--- config.mk ---
export PLATFORM = sky130hd
export DESIGN_NAME = skew_feeder
export DESIGN_NICKNAME = d
export VERILOG_FILES = /design/src/rtl/skew_pkg.sv /design/src/rtl/skew_lane_mux.sv /design/src/rtl/skew_feeder.sv
export SDC_FILE = /design/constraint.sdc
export NUM_CORES = 1
export LEC_CHECK = 0
export CAP_MARGIN = 10
export CORE_ASPECT_RATIO = 2
export CORE_MARGIN = 8
export CORE_UTILIZATION = 55
export CTS_CLUSTER_DIAMETER = 80
export CTS_CLUSTER_SIZE = 20
export DETAILED_ROUTE_END_ITERATION = 12
export GPL_ROUTABILITY_DRIVEN = 0
export MAX_ROUTING_LAYER = met4
export PLACE_DENSITY_LB_ADDON = 0.2
export SETUP_SLACK_MARGIN = 0.2
export SLEW_MARGIN = 20
export SYNTH_ARGS = -nofsm -noshare
export SYNTH_HDL_FRONTEND = slang
export SYNTH_HIERARCHICAL = 1
export SYNTH_SLANG_ARGS = --single-unit
--- constraint.sdc ---
create_clock -name clk -period 6.7 [get_ports clk]
set_input_delay 1.34 -clock clk [delete_from_list [all_inputs] [get_ports clk]]
set_output_delay 1.34 -clock clk [all_outputs]
set_load 0.05 [all_outputs]
--- src/rtl/skew_pkg.sv ---
// Shared types and sizing helpers for the skewed tile feeder.
// The state encoding and counter sizing live here so every file agrees on them.
package skew_pkg;

    typedef enum logic [1:0] {
        IDLE   = 2'd0,
        STREAM = 2'd1,
        DONE   = 2'd2
    } state_t;

    localparam int DEF_DIM  = 8;
    localparam int DEF_BITS = 8;

    // A full wavefront is 2*DIM-1 steps; the counter holds 0..2*DIM-2.
    function automatic int steps(input int dim);
        return 2 * dim - 1;
    endfunction

    function automatic int cnt_w(input int dim);
        return $clog2(2 * dim);
    endfunction

endpackage

--- src/rtl/skew_lane_mux.sv ---
// Per-lane element select: picks vec element (t - LANE) or zero outside the window.
// Purely combinational, no latency, no backpressure.
// Only compile-time offsets are compared, so no out-of-range index is ever formed.
module skew_lane_mux
    import skew_pkg::*;
#(
    parameter int DIM  = DEF_DIM,
    parameter int BITS = DEF_BITS,
    parameter int LANE = 0
) (
    input  logic [cnt_w(DIM)-1:0] t,
    input  logic [DIM*BITS-1:0]   vec,
    output logic [BITS-1:0]       elem
);

    always_comb begin
        elem = '0;
        for (int k = 0; k < DIM; k++) begin
            if (int'(t) == LANE + k) begin
                elem = vec[k*BITS +: BITS];
            end
        end
    end

endmodule

--- src/rtl/skew_feeder.sv ---
// Holds a DIM x DIM tile and streams it as a diagonally skewed, zero-padded wavefront.
// Latency: step 0 registered one cycle after start is sampled; 2*DIM-1 steps, then a done pulse.
// Backpressure: stall freezes the step counter and holds out_data with out_en low.
// Build option SKEW_FEEDER_TRANSPOSE_EN: lane i streams column i instead of row i.
module skew_feeder
    import skew_pkg::*;
#(
    parameter int DIM  = DEF_DIM,
    parameter int BITS = DEF_BITS
) (
    input  logic                    clk,
    input  logic                    rst_n,
    input  logic                    wr_en,
    input  logic [$clog2(DIM)-1:0]  wr_row,
    input  logic [DIM*BITS-1:0]     wr_data,
    input  logic                    start,
    input  logic                    stall,
    output logic                    busy,
    output logic                    out_en,
    output logic [DIM*BITS-1:0]     out_data,
    output logic                    done
);

    localparam int TW = cnt_w(DIM);
    localparam logic [TW-1:0] T_LAST = TW'(steps(DIM) - 1);

    state_t            state;
    logic [TW-1:0]     t;
    logic [BITS-1:0]   mat [DIM][DIM];
    logic [DIM*BITS-1:0] lane_vec [DIM];
    logic [DIM*BITS-1:0] lane_out;

    // Tile storage: writable only while idle, cleared only by reset.
    always_ff @(posedge clk) begin
        if (!rst_n) begin
            for (int r = 0; r < DIM; r++) begin
                for (int c = 0; c < DIM; c++) begin
                    mat[r][c] <= '0;
                end
            end
        end else if (state == IDLE && wr_en && int'(wr_row) < DIM) begin
            for (int c = 0; c < DIM; c++) begin
                mat[wr_row][c] <= wr_data[c*BITS +: BITS];
            end
        end
    end

    for (genvar i = 0; i < DIM; i++) begin : g_lane
        for (genvar k = 0; k < DIM; k++) begin : g_elem
`ifdef SKEW_FEEDER_TRANSPOSE_EN
            assign lane_vec[i][k*BITS +: BITS] = mat[k][i];
`else
            assign lane_vec[i][k*BITS +: BITS] = mat[i][k];
`endif
        end

        skew_lane_mux #(
            .DIM  (DIM),
            .BITS (BITS),
            .LANE (i)
        ) u_lane_mux (
            .t    (t),
            .vec  (lane_vec[i]),
            .elem (lane_out[i*BITS +: BITS])
        );
    end

    always_ff @(posedge clk) begin
        if (!rst_n) begin
            state    <= IDLE;
            t        <= '0;
            busy     <= 1'b0;
            out_en   <= 1'b0;
            out_data <= '0;
            done     <= 1'b0;
        end else begin
            case (state)
                IDLE: begin
                    out_en   <= 1'b0;
                    out_data <= '0;
                    done     <= 1'b0;
                    if (start) begin
                        state <= STREAM;
                        t     <= '0;
                        busy  <= 1'b1;
                    end
                end
                STREAM: begin
                    done <= 1'b0;
                    if (stall) begin
                        out_en <= 1'b0;
                    end else begin
                        out_en   <= 1'b1;
                        out_data <= lane_out;
                        if (t == T_LAST) begin
                            state <= DONE;
                            t     <= '0;
                        end else begin
                            t <= t + 1'b1;
                        end
                    end
                end
                DONE: begin
                    state    <= IDLE;
                    busy     <= 1'b0;
                    out_en   <= 1'b0;
                    out_data <= '0;
                    done     <= 1'b1;
                end
                default: begin
                    state    <= IDLE;
                    t        <= '0;
                    busy     <= 1'b0;
                    out_en   <= 1'b0;
                    out_data <= '0;
                    done     <= 1'b0;
                end
            endcase
        end
    end

endmodule

# == Word-level counts from Yosys, hierarchy flattened ==
# Memory sizes are Yosys's and may differ from the RTL's.
# Index checks and enable logic that the tools add are counted.
# totals
register_bits,73
output_inout_bits,67
mem_count,1
elab_cells,121
ram_bits,512
inputBits,72
# op_classes
n_eq_ne,20
n_bitwise,2
n_reduce_logical,8
mux,83
add_sub_neg,1
# memory_table
name,depth,word_bits,read_ports,rd_clocked_by_memory_dff,write_ports,line,text
mat,8,64,8,0,8,skew_feeder.sv:29,logic [BITS-1:0] mat [DIM][DIM];
# op_table
operator,n
8-bit two-way mux,64
64-bit two-way mux,1
64-bit OR reduction,1
"4-bit == test, second input constant",9
"4-bit by 3-bit == test with 1-bit output, second input constant",4
4-bit two-way mux,3
4-bit case mux with 3 select lines,1
"4-bit by 2-bit == test with 1-bit output, second input constant",2
1-bit two-way mux,8
2-bit two-way mux,3
"2-bit inequality test, second input constant",3
3-bit AND reduction,2
"4-bit by 1-bit adder with 4-bit output, second input constant",1
4-bit zero test,1
2-bit case mux with 2 select lines,1
2-bit AND reduction,2
3-bit two-way mux,1
"2-bit by 1-bit == test with 1-bit output, second input constant",1
"2-bit == test, second input constant",1
2-bit zero test,1
1-bit inverter,2
1-bit case mux with 2 select lines,1
1-bit logical AND,1

# == Logic depth before layout (Yosys ltp) ==
# Gate-level depths: netlist of the first run.
# depth
depth_word,9
mapped_depth,9
depth_no_buf,6

# == Modules after synthesis ==
# Netlist of the first run, hierarchy kept.
# modules_own_cells
mod,cells_per_inst,instances,area_per_inst_um2,seq_area_each_um2
skew_feeder,1351,1,21677.0,16836.1
skew_lane_mux at g_lane[6].u_lane_mux,115,1,835.8,0.0
skew_lane_mux at g_lane[2].u_lane_mux,109,1,834.6,0.0
skew_lane_mux at g_lane[3].u_lane_mux,121,1,772.0,0.0
skew_lane_mux at g_lane[5].u_lane_mux,102,1,772.0,0.0
skew_lane_mux at g_lane[0].u_lane_mux,105,1,765.7,0.0
skew_lane_mux at g_lane[4].u_lane_mux,96,1,755.7,0.0
skew_lane_mux at g_lane[7].u_lane_mux,114,1,739.5,0.0
skew_lane_mux at g_lane[1].u_lane_mux,110,1,693.2,0.0

# == Least setup slack after synthesis of the first run ==
# Ideal clock, no wire load.
# synth_timing
path_kind,input to register
startpoint,input rst_n
endpoint,"memory mat[4][0] in the netlist's numbering, enable pin"
path_buffers,0
slack_ns,-0.173
setup_time_ns,0.575
t_arrival_ns,6.299
required_ns,6.125
stages,3
path_cell_list,and4bb_2 > nand2b_4 > o21ai_0
# synth_rtl
item,line,text
"start, declared",skew_feeder.sv:12,"input logic rst_n,"
"end, declared",skew_feeder.sv:29,

==> results of run 1 <==
==> power groups by stage <==
stage | logic (mW) | clock network (mW) | registers, mW
finish | 0.495 | 2.23 | 4.13
detailed placement | 0.487 | 0 | 4.21
global route | 0.511 | 2.36 | 4.14
CTS | 0.489 | 2.25 | 4.13
floorplan | 0.226 | 0 | 4.22
global placement | 0.480 | 0 | 4.21
==> cell usage in the layout (no fill, tap or decap), types with 9 or more instances in the layout <==
master	count
a222oi_1	10
clkbuf_16	37
mux2i_1	140
a221o_1	14
o22ai_1	29
nand2b_1	28
o221ai_1	12
o21ai_0	83
a211oi_1	17
o31ai_1	10
nor2b_1	33
o21ai_1	21
dfxtp_1	69
a21oi_1	62
clkbuf_1	25
a221oi_2	11
o211ai_1	9
and2_1	516
nor3_1	15
edfxtp_1	512
clkdlybuf4s50_1	137
inv_1	22
nand3_1	13
nor2_1	126
buf_4	27
nand2_1	76
diode_2	10
o2bb2ai_1	14
nor3b_1	11
a31oi_1	18
a21o_1	10
==> cells in the mapped netlist (all sizes together), types with 9 or more instances <==
cell type | number | share of area
and2 | 518 | 0.12
edfxtp | 512 | 0.55
mux2i | 140 | 0.050
nor2 | 135 | 0.020
o21ai | 110 | 0.020
buf | 100 | 0.029
nand2 | 80 | 0.011
dfxtp | 73 | 0.052
a21oi | 66 | 0.012
clkbuf | 55 | 0.0090
nor2b | 37 | 0.0092
nand2b | 33 | 0.0080
o22ai | 31 | 0.0074
inv | 24 | 0.0032
a31oi | 19 | 0.0048
nor3 | 19 | 0.0044
a221oi | 18 | 0.0081
nor3b | 18 | 0.0068
a211oi | 17 | 0.0046
o221ai | 15 | 0.0054
a221o | 14 | 0.0050
nand3 | 14 | 0.0027
o2bb2ai | 14 | 0.0044
a22o | 12 | 0.0040
o31ai | 11 | 0.0031
a21o | 10 | 0.0027
a222oi | 10 | 0.0036
nand3b | 10 | 0.0033
and3b | 9 | 0.0031
o211ai | 9 | 0.0024
==> path summary, 6_finish.rpt <==
check | slack [ns] | end
worst max-delay path | 2.81 | mat[1][44]
worst max register to register | 3.15 | out_data[27]
worst min-delay path | 0.50 | out_data[41]
worst min register to register | 0.50 | out_data[41]
==> per-layer routing <==
metal	wire length, µm	share of wire	track usage	up-vias
met5	0	0	-	-
met4	6330	0.075	0.193	0
met3	7390	0.088	0.0452	230
met2	41600	0.50	0.480	941
met1	28700	0.34	0.324	8991
li1	-	-	-	8150
==> sequential cells by signal, indices dropped and copies added (netlist names) <==
signal    flops
mat         512
out_data     64
t             4
state         2
busy          1
done          1
out_en        1
==> layout make-up <==
class,count,share of cell area
sequential,585,0.553
multi-input combinational,1457,0.326
timing repair buffer,170,0.0563
clock buffer,62,0.0335
tap,649,0.0266
inverter,26,0.00337
antenna,10,0.000821
clock inverter,1,0.000534
==> metrics by stage <==
stage	instance area [µm²]	cells	worst slack (ns)	total power, mW
floorplan	27800	2223	-0.173	4.45
global placement	29300	2882	2.26	4.69
detailed placement	29300	2882	2.25	4.70
CTS	30300	2945	2.83	6.87
global route	30500	2956	2.65	7.01
finish	30500	2960	2.81	6.86
==> kinds of logic after synthesis <==
logic type	Yosys count
compound gates	409
fa+ha+maj	2
buf+inv	181
flops	585
simple gates	898
mux	148
==> critical path: stages <==
cell and delay (ns):
clkdlybuf4s50_1 0.46, buf_4 0.30, and4bb_2 0.35, nand2_4 0.16, nor3_4 0.14, buf_4 0.44, nand2b_2 0.21, buf_4 0.61
==> flow_metrics.py, run 1 <==
metrics = {
    "power_and_ir_drop": {
        "vdd_drop_max_uv": 168,
        "p_sw_mw": 1.60,
        "leakagePower_nw": 10.8,
        "p_sw_frac": 0.233,
        "comb_power_share": 0.072,
        "seq_power_share": 0.602,
        "power.density_mw_per_mm2": 225,
        "p_int_mw": 5.26,
        "p_clk_frac": 0.326,
    },
    "finish": {
        "regArea_mm2": 0.0168,
        "nFillCells": 4002,
        "drive_gt1_frac": 0.0734,
        "area_delta_synth_final_pct": 9.43,
        "final_util": 0.609,
        "nets": 2349,
        "multiInputGateArea_mm2": 0.00993,
    },
    "timing": {
        "tightest_slew_ns": 1.19,
        "relSlewSlack": 0.202,
        "setup_viol": 0,
        "skew_ns": 0.0194,
        "grt_setup_unrepaired": "false",
        "timing.fmax_mhz": 257,
        "holdWs_ns": 0.498,
        "hold_viol_final": 0,
        "finalCriticalPeriod_ns": 3.89,
        "setup_tns_ns": 0,
        "drv_slew": 0,
        "period_share": 0.581,
    },
    "worst_setup_path": {
        "crit_path_end_kind": "flop",
        "start_kind": "input port",
        "crit_arrival_ns": 4.09,
        "critPathRequiredTime_ns": 6.90,
        "worstSetupStartpoint": "rst_n",
        "criticalPathCategory": "input port to flop",
        "reg2reg_depth": 7,
        "crit_fanout": 65,
        "rr_startpoint": "t[1]",
    },
    "yosys": {
        "yosys.area_share.simple": 0.193,
        "async_flop_share": 0,
        "synth_area_mm2": 0.0278,
        "synth_seq_cells": 585,
        "synth_fa_ha_area_frac": 0.000899,
        "postSynthNetCount": 2297,
        "synth_warnings": 6,
        "syn_inst": 2223,
        "synth_top_family_by_area": "simple AND/OR/NAND/NOR gates",
        "synth-seq-area-share": 0.605,
        "synth_edf_count": 512,
        "synth_compound_gate_area_share": 0.105,
        "synth.area.mux_share": 0.0550,
        "synthXorXnorAreaFrac": 0,
        "syn_area_per_cell_um2": 12.5,
        "synth_cell_type_count": 105,
        "ys_dominant_reg_cell": "edfxtp_1",
    },
    "floorplanning": {
        "num_rows": 116,
        "die_h_um": 334,
        "start_util": 0.556,
        "num_io_pins": 139,
        "die_w_um": 175,
        "core-area_mm2": 0.0501,
        "dieArea_mm2": 0.0585,
    },
    "grt": {
        "grt_pass1_vias": 18000,
        "grt_usage": 0.291,
        "grt_max_degree": 175,
        "grt_overflow": 0,
        "antenna_found_initial": 26,
        "grt_first_pass_wirelength_um": 120000,
    },
    "clock_tree": {
        "clk_pin_slew_ns": 0.09,
        "cts_sinks": 585,
        "cts_resized": 0,
        "cts_tree": "done",
        "htreeDepth": 2,
        "cts_setup_buffers": 0,
        "ctsHoldBuffers": 0,
        "cts_buffers": 35,
        "clk_latency_ns": 0.57,
        "cts_root_buffer": "clkbuf_16",
        "cts_buffer_depth": 3,
    },
    "drt": {
        "routed_wirelength_um": 84100,
        "wl_per_cell_um": 28.4,
        "drc_errors": 0,
        "avgViaCountPerCell": 6.19,
        "vias": 18300,
        "final_antenna_net_count": 0,
        "first_iter_violations": 2331,
        "drt-pass1-iter-count": 6,
    },
    "worst_hold_path": {
        "min_path_type": "flop to flop",
        "hold_start": "out_data[41]",
        "hold_depth": 2,
    },
    "outcome": {
        "status": "complete, no violations",
    },
    "place": {
        "portBuffers": 138,
        "dp_hpwl_um": 52300,
    },
    "run": {
        "cap_violations": 0,
    },
}
Note: power is estimated with default switching activity, not from simulation.
==> run 2: changes to the inputs <==
Clock period 6.7 ns to 3.15 ns, I/O delays scaled along.
==> run 2 against run 1 <==
Against the previous run: routed wire length fell by 1.7%; critical path type is now flop to flop; largest power group unchanged; via count rose by 1.2%; highest routed layer unchanged; utilization grew 0.48 points; combinational power rose by 110%; clock skew about the same; clock power increased by 110%; critical endpoint is now out_data[58]; largest cell class unchanged; total power grew 110%.
==> flow_metrics.py, run 2 (synthesis gave the netlist of run 1 again) <==
metrics = {
    "outcome": {
        "status": "complete, no violations",
    },
    "worst_setup_path": {
        "crit_fanout": 57,
        "start_kind": "flop",
        "crit_arrival_ns": 3.34,
        "max_stage_delay_ns": 0.90,
        "critPathRequiredTime_ns": 3.65,
        "path_cells": "and4b_1 -> nand2_1 -> a22o_1 -> a222oi_1 -> mux2i_1 -> nor2_1",
        "crit_path_end_kind": "flop",
        "criticalPathCategory": "flop to flop",
        "crit_slowest_cell": "dfxtp_4",
    },
    "finish": {
        "nFillCells": 3956,
        "regArea_mm2": 0.0168,
        "multiInputGateArea_mm2": 0.00993,
        "final_area_mm2": 0.0307,
        "largest_register_ffs": 512,
        "reg_top3": "mat: 512 flops, out_data: 64 flops, t: 4 flops",
        "layout_commonest_cell": "and2_1",
        "drive_gt1_frac": 0.0787,
        "nets": 2362,
        "stdcell_count": 2967,
        "top_register": "mat",
        "final_cell_mix": "and2_1, edfxtp_1, mux2i_1, clkdlybuf4s50_1, nor2_1",
        "area_delta_synth_final_pct": 10.3,
    },
    "drt": {
        "drc_errors": 0,
        "final_antenna_net_count": 0,
        "wl_per_cell_um": 27.9,
        "avgViaCountPerCell": 6.25,
        "routed_wirelength_um": 82700,
        "vias": 18500,
        "drt-pass1-iter-count": 5,
        "first_iter_violations": 1937,
    },
    "floorplanning": {
        "die_h_um": 334,
        "start_util": 0.556,
        "num_io_pins": 139,
        "core-area_mm2": 0.0501,
        "die_w_um": 175,
        "dieArea_mm2": 0.0585,
        "num_rows": 116,
    },
    "grt": {
        "grt_first_pass_wirelength_um": 118000,
        "grt_pass1_vias": 17900,
        "grt_usage": 0.286,
        "antenna_found_initial": 13,
        "grt_max_degree": 97,
        "grt_overflow": 0,
    },
    "run": {
        "cap_violations": 0,
    },
    "timing": {
        "relSlewSlack": 0.289,
        "skew_ns": 0.0193,
        "holdWs_ns": 0.499,
        "setup_viol": 0,
        "timing.fmax_mhz": 351,
        "hold_viol_final": 0,
        "grt_setup_unrepaired": "false",
        "setup_ws_ns": 0.304,
        "drv_slew": 0,
        "tightest_slew_ns": 1.06,
        "finalCriticalPeriod_ns": 2.85,
        "period_share": 0.904,
    },
    "clock_tree": {
        "cts_resized": 0,
        "cts_buffer_depth": 3,
        "cts_sinks": 585,
        "cts_tree": "done",
        "cts_root_buffer": "clkbuf_16",
        "clk_latency_ns": 0.56,
        "cts_buffers": 35,
        "ctsHoldBuffers": 0,
        "cts_setup_buffers": 0,
        "clk_pin_slew_ns": 0.09,
        "htreeDepth": 2,
    },
    "place": {
        "dp_hpwl_um": 53700,
        "dpl_worst_slack_ns": 0.231,
        "place_inst": 2899,
        "portBuffers": 138,
        "dpl-instance-area_mm2": 0.0296,
    },
    "power_and_ir_drop": {
        "finalPower_mw": 14.6,
        "power.density_mw_per_mm2": 476,
        "leakagePower_nw": 10.9,
        "vdd_drop_max_uv": 460,
    },
    "worst_hold_path": {
        "min_path_type": "flop to flop",
    },
}
-- run 2: changes by cell type in the layout (fill, tap and decap cells not counted) --
cell / previous run / this run
nand2_2: 3 / 2
buf_4: 27 / 26
buf_16: 3 / 0
diode_2: 10 / 4
buf_12: 3 / 20
nand2_4: 1 / 2
-- run 2: area by class of cell --
cell class | count | share of cell area
clock inverter | 1 | 0.000530
sequential | 585 | 0.549
antenna | 4 | 0.000326
multi-input combinational | 1457 | 0.323
clock buffer | 62 | 0.0332
inverter | 26 | 0.00334
timing repair buffer | 183 | 0.0640
tap | 649 | 0.0264
-- run 2: power by group --
group	switching (mW)	total, mW	internal (mW)
registers	0.0994	8.78	8.68
logic	0.754	1.06	0.305
clock network	2.54	4.77	2.23
-- run 2: per-stage QoR --
step / util / TNS [ns]
floorplan: - / -10.37
global placement: 0.592 / 0
detailed placement: 0.592 / 0
CTS: 0.613 / 0
global route: 0.613 / 0
finish: 0.613 / 0
-- run 2: worst max-delay path, delay by kind of cell (launching register included) --
family	cells	cell delay, ns
simple gates	3	0.79
flops	1	0.90
compound gates	2	0.89
mux	1	0.18
-- run 2: per-layer routing --
metal  track usage  vias to the layer above  wire length [µm]
li1              -                     8202                 -
met1         0.331                     9261             29800
met2         0.474                      884             41200
met5             -                        -                 0
met3        0.0303                      192              6000
met4         0.174                        0              5670
-- run 2: path summary, 6_finish.rpt --
path                            cells after the start      endpoint  slack, ns         from
worst min register to register                      2   out_data[5]       0.50  out_data[5]
worst max register to register                      6  out_data[58]       0.30         t[1]
worst max-delay path                                6  out_data[58]       0.30         t[1]
worst min-delay path                                2   out_data[5]       0.50  out_data[5]
